===== src/rtl/params_loader.sv =====
// Streams parameter words into a contiguous params address range (LOAD) or
// re-reads that range and counts stored-precision mismatches against a second stream (VERIFY).
module params_loader #(
  parameter int N_COMP       = 16,
  parameter int DATA_W       = N_COMP,
  parameter int Q_COMP       = 10,
  parameter int N_STO_PARAMS = 8,
  parameter int FMT_W        = 2,
  parameter int ADDR_W       = 5,
  parameter int BANK_WORDS   = 16,
  parameter int DEPTH        = 2 * BANK_WORDS,
  parameter int MISMATCH_W   = 16
) (
  input  logic                  clk,
  input  logic                  rst,
  input  logic                  start,
  input  logic                  mode,
  input  logic [ADDR_W-1:0]     base_addr,
  input  logic [ADDR_W:0]       len,
  input  logic [FMT_W-1:0]      format,
  input  logic                  s_valid,
  input  logic [DATA_W-1:0]     s_data,
  output logic                  s_ready,
  output logic                  wr_en,
  output logic                  wr_chip_en,
  output logic [ADDR_W-1:0]     wr_addr,
  output logic [DATA_W-1:0]     wr_data,
  output logic [FMT_W-1:0]      wr_format,
  output logic                  rd_en,
  output logic [ADDR_W-1:0]     rd_addr,
  output logic [FMT_W-1:0]      rd_format,
  input  logic [DATA_W-1:0]     rd_data,
  output logic                  busy,
  output logic                  done,
  output logic                  err_range,
  output logic [MISMATCH_W-1:0] mismatch_cnt
);

  localparam logic [1:0] ST_IDLE  = 2'd0;
  localparam logic [1:0] ST_RUN   = 2'd1;
  localparam logic [1:0] ST_FLUSH = 2'd2;

  localparam logic [FMT_W-1:0] FMT_FX_2_X = FMT_W'(0);
  localparam logic [FMT_W-1:0] FMT_FX_3_X = FMT_W'(1);
  localparam logic [FMT_W-1:0] FMT_FX_4_X = FMT_W'(2);

  localparam logic MODE_LOAD = 1'b0;

  // Bits that survive narrowing to the stored format: the sign plus N_STO_PARAMS-1
  // magnitude bits whose top sits at Q_COMP+f-2. Comparing under this mask is the
  // same as comparing the narrowed words.
  function automatic logic [DATA_W-1:0] stored_mask(input logic [FMT_W-1:0] fmt);
    int                f;
    logic [DATA_W-1:0] ones;
    case (fmt)
      FMT_FX_2_X: f = 2;
      FMT_FX_3_X: f = 3;
      FMT_FX_4_X: f = 4;
      default:    f = 4;
    endcase
    ones = {DATA_W{1'b1}} >> (DATA_W - (N_STO_PARAMS - 1));
    return (ones << (Q_COMP - N_STO_PARAMS + f)) | {1'b1, {(DATA_W-1){1'b0}}};
  endfunction

  logic [1:0]            state_r;
  logic                  mode_r;
  logic [ADDR_W-1:0]     base_r;
  logic [ADDR_W:0]       len_r;
  logic [FMT_W-1:0]      format_r;
  logic [ADDR_W:0]       count_r;
  logic                  s_ready_r;
  logic                  wr_en_r;
  logic [ADDR_W-1:0]     wr_addr_r;
  logic [DATA_W-1:0]     wr_data_r;
  logic [DATA_W-1:0]     exp_r;
  logic                  cmp_valid_r;
  logic                  done_r;
  logic                  err_range_r;
  logic [MISMATCH_W-1:0] mismatch_r;

  logic                  hs_s;
  logic [ADDR_W-1:0]     addr_s;
  logic [ADDR_W+1:0]     end_s;
  logic                  range_bad_s;
  logic                  mismatch_s;

  assign hs_s        = s_valid & s_ready_r;
  assign addr_s      = base_r + count_r[ADDR_W-1:0];
  assign end_s       = (ADDR_W+2)'(base_addr) + (ADDR_W+2)'(len);
  assign range_bad_s = end_s > (ADDR_W+2)'(DEPTH);
  assign mismatch_s  = cmp_valid_r & (|((rd_data ^ exp_r) & stored_mask(format_r)));

  // Command FSM, stream counter, write pipeline stage and compare bookkeeping.
  always_ff @(posedge clk or posedge rst) begin
    if (rst) begin
      state_r     <= ST_IDLE;
      mode_r      <= 1'b0;
      base_r      <= '0;
      len_r       <= '0;
      format_r    <= '0;
      count_r     <= '0;
      s_ready_r   <= 1'b0;
      wr_en_r     <= 1'b0;
      wr_addr_r   <= '0;
      wr_data_r   <= '0;
      exp_r       <= '0;
      cmp_valid_r <= 1'b0;
      done_r      <= 1'b0;
      err_range_r <= 1'b0;
      mismatch_r  <= '0;
    end else begin
      done_r      <= 1'b0;
      wr_en_r     <= 1'b0;
      cmp_valid_r <= 1'b0;
      if (mismatch_s && (mismatch_r != {MISMATCH_W{1'b1}})) begin
        mismatch_r <= mismatch_r + MISMATCH_W'(1);
      end
      case (state_r)
        ST_IDLE: begin
          if (start) begin
            mode_r      <= mode;
            base_r      <= base_addr;
            len_r       <= len;
            format_r    <= format;
            err_range_r <= range_bad_s;
            mismatch_r  <= '0;
            count_r     <= '0;
            if (range_bad_s || (len == '0)) begin
              done_r <= 1'b1;
            end else begin
              state_r   <= ST_RUN;
              s_ready_r <= 1'b1;
            end
          end
        end
        ST_RUN: begin
          if (hs_s) begin
            count_r <= count_r + (ADDR_W+1)'(1);
            if (mode_r == MODE_LOAD) begin
              wr_en_r   <= 1'b1;
              wr_addr_r <= addr_s;
              wr_data_r <= s_data;
            end else begin
              exp_r       <= s_data;
              cmp_valid_r <= 1'b1;
            end
            if ((count_r + (ADDR_W+1)'(1)) == len_r) begin
              s_ready_r <= 1'b0;
              state_r   <= ST_FLUSH;
            end
          end
        end
        ST_FLUSH: begin
          done_r  <= 1'b1;
          state_r <= ST_IDLE;
        end
        default: begin
          s_ready_r <= 1'b0;
          state_r   <= ST_IDLE;
        end
      endcase
    end
  end

  // Reads must be issued in the handshake cycle so rd_data lines up one cycle later.
  assign rd_en        = hs_s & (mode_r != MODE_LOAD);
  assign rd_addr      = addr_s;
  assign rd_format    = format_r;
  assign s_ready      = s_ready_r;
  assign wr_en        = wr_en_r;
  assign wr_addr      = wr_addr_r;
  assign wr_data      = wr_data_r;
  assign wr_format    = format_r;
  assign busy         = (state_r != ST_IDLE);
  assign wr_chip_en   = busy;
  assign done         = done_r;
  assign err_range    = err_range_r;
  assign mismatch_cnt = mismatch_r;

endmodule

===== config.mk =====
export PLATFORM = sky130hd
export DESIGN_NAME = params_loader
export DESIGN_NICKNAME = d
export VERILOG_FILES = /design/src/rtl/params_loader.sv
export SDC_FILE = /design/constraint.sdc
export NUM_CORES = 1
export LEC_CHECK = 0
export CAP_MARGIN = 10
export CORE_ASPECT_RATIO = 2
export CORE_MARGIN = 1.5
export CORE_UTILIZATION = 53
export CTS_CLUSTER_DIAMETER = 120
export DETAILED_ROUTE_END_ITERATION = 7
export HOLD_SLACK_MARGIN = 0.06
export PLACE_DENSITY = 0.86
export SLEW_MARGIN = 20
export SYNTH_ARGS = -nofsm -noshare
export SYNTH_HDL_FRONTEND = slang
export SYNTH_SLANG_ARGS = --single-unit

===== constraint.sdc =====
create_clock -name clk -period 6.6 [get_ports clk]
set_input_delay 0.99 -clock clk [delete_from_list [all_inputs] [get_ports clk]]
set_output_delay 0.99 -clock clk [all_outputs]
set_load 0.02 [all_outputs]

==> impl_metrics.ini, run 1 <==
[detailed_routing]
top_layer_used = met4
wl_um = 8580
detail-route-antenna-nets = 0
wl_per_cell_um = 15.1
met2_length_um = 4620
wl_met1_um = 3470
met3WireLength_um = 323
vias = 3110
drc_errors = 0
vias_per_cell = 5.48
drt-initial-drc-count = 156
dr.pass1.iters = 4

[critical_path]
worstSetupStartpointType = register
cpPeakStageDelay_ps = 640
critPathMostFrequentCell = inv_1
required_ps = 5610
path_max_fanout = 8
path_cells = ha_1 > inv_1 > fa_1 > inv_1 > a21o_1 > a21oi_1 > xnor2_1 > clkdlybuf4s50_1
slowest_stage = clkdlybuf4s50_1
worstSetupPathType = register to primary output
critPathArrivalTime_ps = 2500
cp-end-kind = primary output

[run]
cap_violations = 0

[pwr]
sw_frac_of_total_pct = 35.6
switching_power_mw = 0.823
powerDensity_mw_per_mm2 = 443
peakVddDrop_uv = 351
p_int_mw = 1.49
clkPwrFrac_pct = 22.4
power_frac_comb_pct = 44.5
p_leak_nw = 2.30
seqPwrFrac_pct = 33.1

[timing]
hold_viol = 0
fin_tns_setup_ps = 0
period_share_pct = 52.8
final.min_clock_period_ps = 3490
timing.hold.ws_ps = 476
skew_ps = 3.42
setup_ws_ps = 3110
max_slew.worst_pin.slew_ps = 917
finalSetupViolations = 0
max_freq_mhz = 287
relSlewSlack_pct = 38.9
slew_viol_final = 0
rsz0062_at_grt = false

[cts]
clk_path_buf_depth = 2
clk-insertion-delay-late_ps = 330
cts_resized = 0
h-tree-depth = 3
postCtsHoldBufs = 0
cts_inserted_buffers = 9
cts_tree = built
postCtsSetupBuffers = 0
cts.sinks = 74
cts_root_buf = clkbuf_16
clk_pin_slew_ps = 60

[die]
boundaryPins = 103
start_util_pct = 54.3
die_y_um = 124
rows = 44
dieWidth_um = 63.5
die_area_mm2 = 0.00788
coreArea_mm2 = 0.00716

[global_route]
grt.overflow.total = 0
grt.total_usage_pct = 23.1
grt_max_degree = 75
grt_pass1_wl_um = 14100
antenna_found_initial = 0
grt_pass1_vias = 3072

[logic_synthesis]
synthesis.area_mm2 = 0.00388
yosysMostFrequentCell = dfrtp_1
synth-main-ff-cell = dfrtp_1
synthTopCellsByCount = dfrtp_1 (74), nand2_1 (61), mux2_2 (31)
synth_seq_area_share_pct = 47.7
synth_edf_count = 0
async_flop_share_pct = 100
synth_cell_types = 55
syn_inst = 375
synth_area_leaders = dfrtp_1 (48%), mux2_2 (9.0%), nand2_1 (5.9%), xnor2_1 (4.3%), ha_1 (3.5%)
yosysWarnings = 0
yosysTopAreaCellShare_pct = 47.7
synth_seq_cells = 74
syn-num-nets = 438
synth.avg_cell_area_um2 = 10.4
synth_largest_area_cell = dfrtp_1

[finish]
synthToLayoutAreaGrowth_pct = 34.5
drive_above_1_share_pct = 12.8
final_nets = 534
fillers = 510
antenna-diode-count = 0

[hold_path]
hp-class = register to register

[status]
status = completed

[placed_design]
pre_cts_slack_ps = 3040
hpwl_um = 6120
place_congestion = 0.861
io_buffers = 96
final cells by class:
| type | count | area (um^2) | share of cell area [%] |
|---|---|---|---|
| multi-input combinational | 269 | 1890 | 36.2 |
| sequential | 74 | 1850 | 35.4 |
| timing repair buffer | 98 | 976 | 18.7 |
| clock buffer | 11 | 243 | 4.65 |
| tap | 92 | 115 | 2.20 |
| clock inverter | 5 | 77.6 | 1.49 |
| inverter | 19 | 71.3 | 1.37 |
routing by layer:
metal  vias to the layer above  GRT usage (%)
met1                      1494           27.2
met2                       100           41.3
met4                         0           9.24
met5                         -              0
met3                        15           4.25
li1                       1501              -
layout by cell type, fill, tap and decap left out, drive strengths merged, types with 3 or more instances in the layout:
cell type,netlist,routed
clkdlybuf4s50,0,96
ha,11,11
and3,8,8
mux2,32,32
o21ai,18,18
o211ai,9,9
a21oi,10,10
nand3,16,16
xnor2,19,19
nand2b,3,3
nor2,21,21
inv,19,19
o31ai,4,4
nand2,61,61
clkbuf,3,11
a21o,4,4
or4,9,9
dfrtp,74,74
xor2,10,10
critical path: cells and delay by family (launching register included):
| family | cells | cell delay [ps] |
|---|---|---|
| buf+inv | 3 | 760 |
| fa+ha+maj | 2 | 600 |
| flops | 1 | 460 |
| xor+xnor | 1 | 180 |
| compound gates | 2 | 170 |
power by group through the flow:
stage / Sequential (mW) / Combinational, mW / Clock (mW)
2_1_floorplan: 0.860 / 0.545 / 0
3_3_place_gp: 0.764 / 1.01 / 0
3_5_place_dp: 0.773 / 1.03 / 0
4_1_cts: 0.768 / 1.04 / 0.525
5_1_grt: 0.792 / 1.12 / 0.543
6_report: 0.767 / 1.03 / 0.517
state kept, by name, summed over array words and instances (netlist names), 5 cells and up:
register / cells
base_r: 5
exp_r: 10
count_r: 6
len_r: 6
mismatch_cnt: 16
wr_data: 16
wr_addr: 5
per-stage QoR:
step	std cells	utilization, %	area (um^2)	power [mW]
floorplan	375	-	3880	1.40
finish	568	73.0	5220	2.31
global route	568	73.0	5220	2.46
global placement	552	68.4	4900	1.77
detailed placement	552	68.4	4900	1.80
CTS	568	72.9	5220	2.33
final timing paths:
| path | from | end | slack [ps] | depth (start not counted) |
|---|---|---|---|---|
| max | count_r[0] | rd_addr[4] | 3110 | 8 |
| min | err_range | err_range | 480 | 2 |
| max reg2reg | state_r[1] | wr_addr[2] | 4540 | 4 |
| min reg2reg | err_range | err_range | 480 | 2 |
| max in group asynchronous | rst | wr_data[0] | 4740 | 3 |
| min in group asynchronous | rst | wr_data[10] | 1270 | 3 |
cell families after synthesis:
| group | count (synthesis) | synth area share (%) |
|---|---|---|
| muxes | 32 | 9.28 |
| adders and majority gates | 13 | 4.57 |
| and+or+nand+nor | 135 | 17.5 |
| xor gates and xnor gates | 29 | 6.54 |
| buffers and inverters | 32 | 3.83 |
| AOI/OAI and AO/OA | 60 | 10.6 |
| DFF | 74 | 47.7 |
No activity file was read; power rests on OpenSTA's default activity.
==> inputs of run 2 (changes only) <==
- CORE_UTILIZATION: 53 -> 44
- PLACE_DENSITY: 0.86 -> 0.76
- clock period: 6.6 -> 2.9 ns (I/O delays scaled with it)
==> run 2 against run 1 <==
  * Clock power is 110% higher
  * Die area is 20% higher
  * Power up 130%
  * Register-to-register slack got worse by 3600 ps
  * Sequential share of layout area decreased by 0.35 points
  * Critical path depth up 3
  * Critical path type is now input pin to register
  * Largest cell class unchanged
  * Largest power group unchanged
==> impl_metrics.ini, run 2 (same netlist as run 1, synthesis figures left out) <==
[critical_path]
critical_path.startpoint = base_addr[0]
reg2reg_to = mismatch_cnt[7]
cp-end-kind = register
rr_worst_depth = 7
worstSetupStartpointType = input pin
worstSetupPathType = input pin to register
r2r_setup_slack_ps = 950
crit_path_end = done
r2r_start = mismatch_cnt[0]
required_ps = 3120
path_max_fanout = 3
critPathArrivalTime_ps = 2900

[cts]
postCtsSetupBuffers = 0
clk-insertion-delay-late_ps = 330
cts_tree = built
clk_pin_slew_ps = 50
postCtsHoldBufs = 0
cts.sinks = 74
h-tree-depth = 3
cts_root_buf = clkbuf_16
cts_inserted_buffers = 9
clk_path_buf_depth = 2

[finish]
final_nets = 542
fin_cells = 584
final_common_cell = clkdlybuf4s50_1
fin_area_mm2 = 0.00528
utilization_pct = 61.4
synthToLayoutAreaGrowth_pct = 35.8
fillers = 755
final_cell_mix = clkdlybuf4s50_1 (95), dfrtp_1 (74), nand2_1 (61), mux2_2 (31), nor2_1 (20)
drive_above_1_share_pct = 14.5
antenna-diode-count = 0

[die]
start_util_pct = 45.2
boundaryPins = 103
rows = 48
die_area_mm2 = 0.00944
coreArea_mm2 = 0.00859
dieWidth_um = 69.4
die_y_um = 136

[global_route]
grt.total_usage_pct = 20.3
grt_pass1_vias = 3276
antenna_found_initial = 0
grt.overflow.total = 0
grt_pass1_wl_um = 15200
grt_max_degree = 34

[placed_design]
placedCellCount = 568
hpwl_um = 6710
place_congestion = 0.873
post_dp_cell_area_mm2 = 0.00497
io_buffers = 96

[timing]
timing.hold.ws_ps = 494
finalSetupViolations = 0
relSlewSlack_pct = 45.2
rsz0062_at_grt = false
skew_ps = 5.49
period_share_pct = 92.5
hold_viol = 0
final.min_clock_period_ps = 2680
max_slew.worst_pin.slew_ps = 820
slew_viol_final = 0
fin_tns_setup_ps = 0
max_freq_mhz = 373

[detailed_routing]
drc_errors = 0
vias = 3144
detail-route-antenna-nets = 0
drt-initial-drc-count = 104
dr.pass1.iters = 4
wl_um = 8920
wl_per_cell_um = 15.3
vias_per_cell = 5.38

[run]
cap_violations = 0

[pwr]
peakVddDrop_uv = 615
powerDensity_mw_per_mm2 = 992
p_leak_nw = 2.35

[status]
status = completed

[hold_path]
hp-class = register to register
[run 2: repair_timing]
item | in CTS | in global routing
gates resized for setup | 0 | 1
setup endpoints to repair | 0 | 1
endpoints found under the hold margin | 0 | 0
[run 2: layout make-up]
class                           instances  area (um^2)  area share, %
Multi-Input combinational cell        269         1880           35.7
Sequential cell                        74         1850           35.1
Timing Repair Buffer                  106         1040           19.7
Clock buffer                           11          253           4.79
Tap cell                              100          125           2.37
Inverter                               19         71.3           1.35
Clock inverter                          5         52.6          0.996
[run 2: worst min path at each step]
stage | startpoint | to | cells past startpoint
after floorplan | base_r[0] | base_r[0] | 2
after global placement | base_r[2] | base_r[2] | 2
after detailed placement | err_range | err_range | 2
after CTS | base_r[3] | base_r[3] | 2
after global routing | wr_data[8] | wr_data[8] | 1
final | base_r[3] | base_r[3] | 2
[run 2: stage by stage]
stage / setup slack [ps] / power (mW)
detailed placement: -62.7 / 4.16
finish: 218 / 5.23
floorplan: 583 / 3.20
CTS: 38.5 / 5.31
global placement: 3.10 / 4.09
global route: 131 / 5.58
[run 2: worst max-delay path: stages]
cell	delay, ps
clkdlybuf4s50_1	450
ha_1	250
inv_1	80
fa_1	250
nor2b_4	60
buf_4	130
or4b_1	520
o22ai_1	230
and3b_2	260
nor3b_1	60
o21a_1	180
[run 2: metal layers]
metal  up-vias  track usage [%]  wire [um]
met4         0             11.3        266
met3        18             3.71        342
met2        83             36.6       4910
li1       1521                -          -
met5         -                0          0
met1      1522             22.0       3400
[run 2: where the power goes]
group	switching (mW)	internal (mW)
Clock	0.406	0.707
Sequential	0.282	1.44
Combinational	1.19	1.21
Total	1.88	3.36
==> inputs of run 3 (changes only) <==
- GPL_TIMING_DRIVEN: unset -> 0
==> run 3 against run 2 <==
  * Critical endpoint is now rd_addr[2]
  * Largest cell class unchanged
  * Critical path depth decreased by 6
  * Sequential share of layout area decreased by 0.42 points
  * Critical path type is now register to primary output
  * Hold slack got worse by 110 ps
  * Maximum frequency is 0.95% lower
  * Clock-buffer cell count shrank 2
  * Highest routed layer unchanged
  * Clock power grew 14%
==> impl_metrics.ini, run 3 (same netlist as run 1, synthesis figures left out) <==
[placed_design]
hpwl_um = 7120
place_congestion = 0.858
io_buffers = 96

[critical_path]
required_ps = 2470
path_max_fanout = 8
cp-end-kind = primary output
r2r_setup_slack_ps = 910
rr_worst_depth = 6
critPathArrivalTime_ps = 2270
r2r_start = state_r[1]
reg2reg_to = base_r[0]
worstSetupStartpointType = register
worstSetupPathType = register to primary output

[cts]
cts.sinks = 74
cts_tree = built
cts_root_buf = clkbuf_16
postCtsHoldBufs = 0
h-tree-depth = 3
cts_inserted_buffers = 9
clk_path_buf_depth = 2
clk-insertion-delay-late_ps = 330
clk_pin_slew_ps = 60

[detailed_routing]
drc_errors = 0
vias_per_cell = 5.40
wl_met1_um = 3500
wl_um = 9260
met3WireLength_um = 278
drt-initial-drc-count = 151
dr.pass1.iters = 4
top_layer_used = met4
met2_length_um = 5200
vias = 3176
detail-route-antenna-nets = 0
wl_per_cell_um = 15.7

[global_route]
grt.overflow.total = 0
grt_max_degree = 60
grt_pass1_wl_um = 15500
grt.total_usage_pct = 20.7
antenna_found_initial = 0
grt_pass1_vias = 3252

[timing]
final.min_clock_period_ps = 2710
relSlewSlack_pct = 61.0
max_slew.worst_pin.slew_ps = 585
fin_tns_setup_ps = 0
skew_ps = 5.46
period_share_pct = 93.4
rsz0062_at_grt = false
hold_viol = 0
finalSetupViolations = 0
max_freq_mhz = 369
slew_viol_final = 0

[die]
boundaryPins = 103
dieWidth_um = 69.4
start_util_pct = 45.2
die_y_um = 136
die_area_mm2 = 0.00944
coreArea_mm2 = 0.00859
rows = 48

[finish]
drive_above_1_share_pct = 14.3
final_common_cell = clkdlybuf4s50_1
final_cell_mix = clkdlybuf4s50_1 (95), dfrtp_1 (73), nand2_1 (61), mux2_2 (31), nor2_1 (20)
utilization_pct = 62.2
final_nets = 546
antenna-diode-count = 0
synthToLayoutAreaGrowth_pct = 37.6

[pwr]
p_leak_nw = 2.37
peakVddDrop_uv = 638
powerDensity_mw_per_mm2 = 1020

[run]
cap_violations = 0

[hold_path]
hp-class = input pin to async pin

[status]
status = completed
run 3: cell count changes in the layout (fill, tap and decap cells not counted), sizes merged:
cell          delta
buf              +1
bufinv           +2
clkbuf           +1
clkinv           +1
clkinvlp         -1
dlygate4sd2      +1
dlymetal6s2s     -1
run 3: repair_timing:
item,in CTS,in global routing
endpoints found under the hold margin,0,0
buffers inserted,0,0
resized for setup,2,0
setup endpoints to repair,1,0
run 3: worst max-delay path by stage:
stage,startpoint,to,slack (ps)
2_1_floorplan,rst,base_r[0],580
3_3_place_gp,rst,wr_addr[3],-600
3_5_place_dp,len[0],done,-120
4_1_cts,count_r[1],rd_addr[3],160
5_1_grt,count_r[1],rd_addr[3],70
6_report,count_r[0],rd_addr[2],190
run 3: report_power, final:
part | internal [mW] | leakage [nW] | switching (mW) | total, mW
logic | 1.23 | 1.27 | 1.19 | 2.41
registers | 1.44 | 0.930 | 0.318 | 1.76
clock network | 0.839 | 0.169 | 0.421 | 1.26
run 3: area by class of cell:
cell class | count | area (um^2)
inverter | 19 | 73.8
fill | 738 | 3240
buffer | 13 | 77.6
multi-input combinational | 269 | 1880
tap | 100 | 125
timing repair buffer | 97 | 987
clock buffer | 9 | 225
clock inverter | 7 | 118
sequential | 74 | 1850
run 3: per-stage QoR:
| step | total power [mW] | instance area [um^2] | instances | hold WS [ps] | worst slack [ps] |
|---|---|---|---|---|---|
| after global placement | 4.12 | 4970 | 571 | 471 | -605 |
| after detailed placement | 4.21 | 5000 | 572 | 474 | -123 |
| final | 5.43 | 5340 | 588 | 387 | 192 |
| after floorplan | 3.20 | 3880 | 375 | 452 | 583 |
| after global routing | 5.77 | 5340 | 588 | 406 | 72.7 |
| after CTS | 5.49 | 5340 | 588 | 390 | 164 |
run 3: per-layer routing:
metal	track usage, %	vias up
met5	0	-
met4	9.91	0
met3	3.04	20
met2	39.1	95
met1	22.2	1545
li1	-	1516
run 3: critical path, cell delays in order, from the launching register on:
cell and delay, ps:
dfrtp_2 440, ha_1 200, inv_1 60, fa_1 390, xnor2_1 210, clkdlybuf4s50_1 640
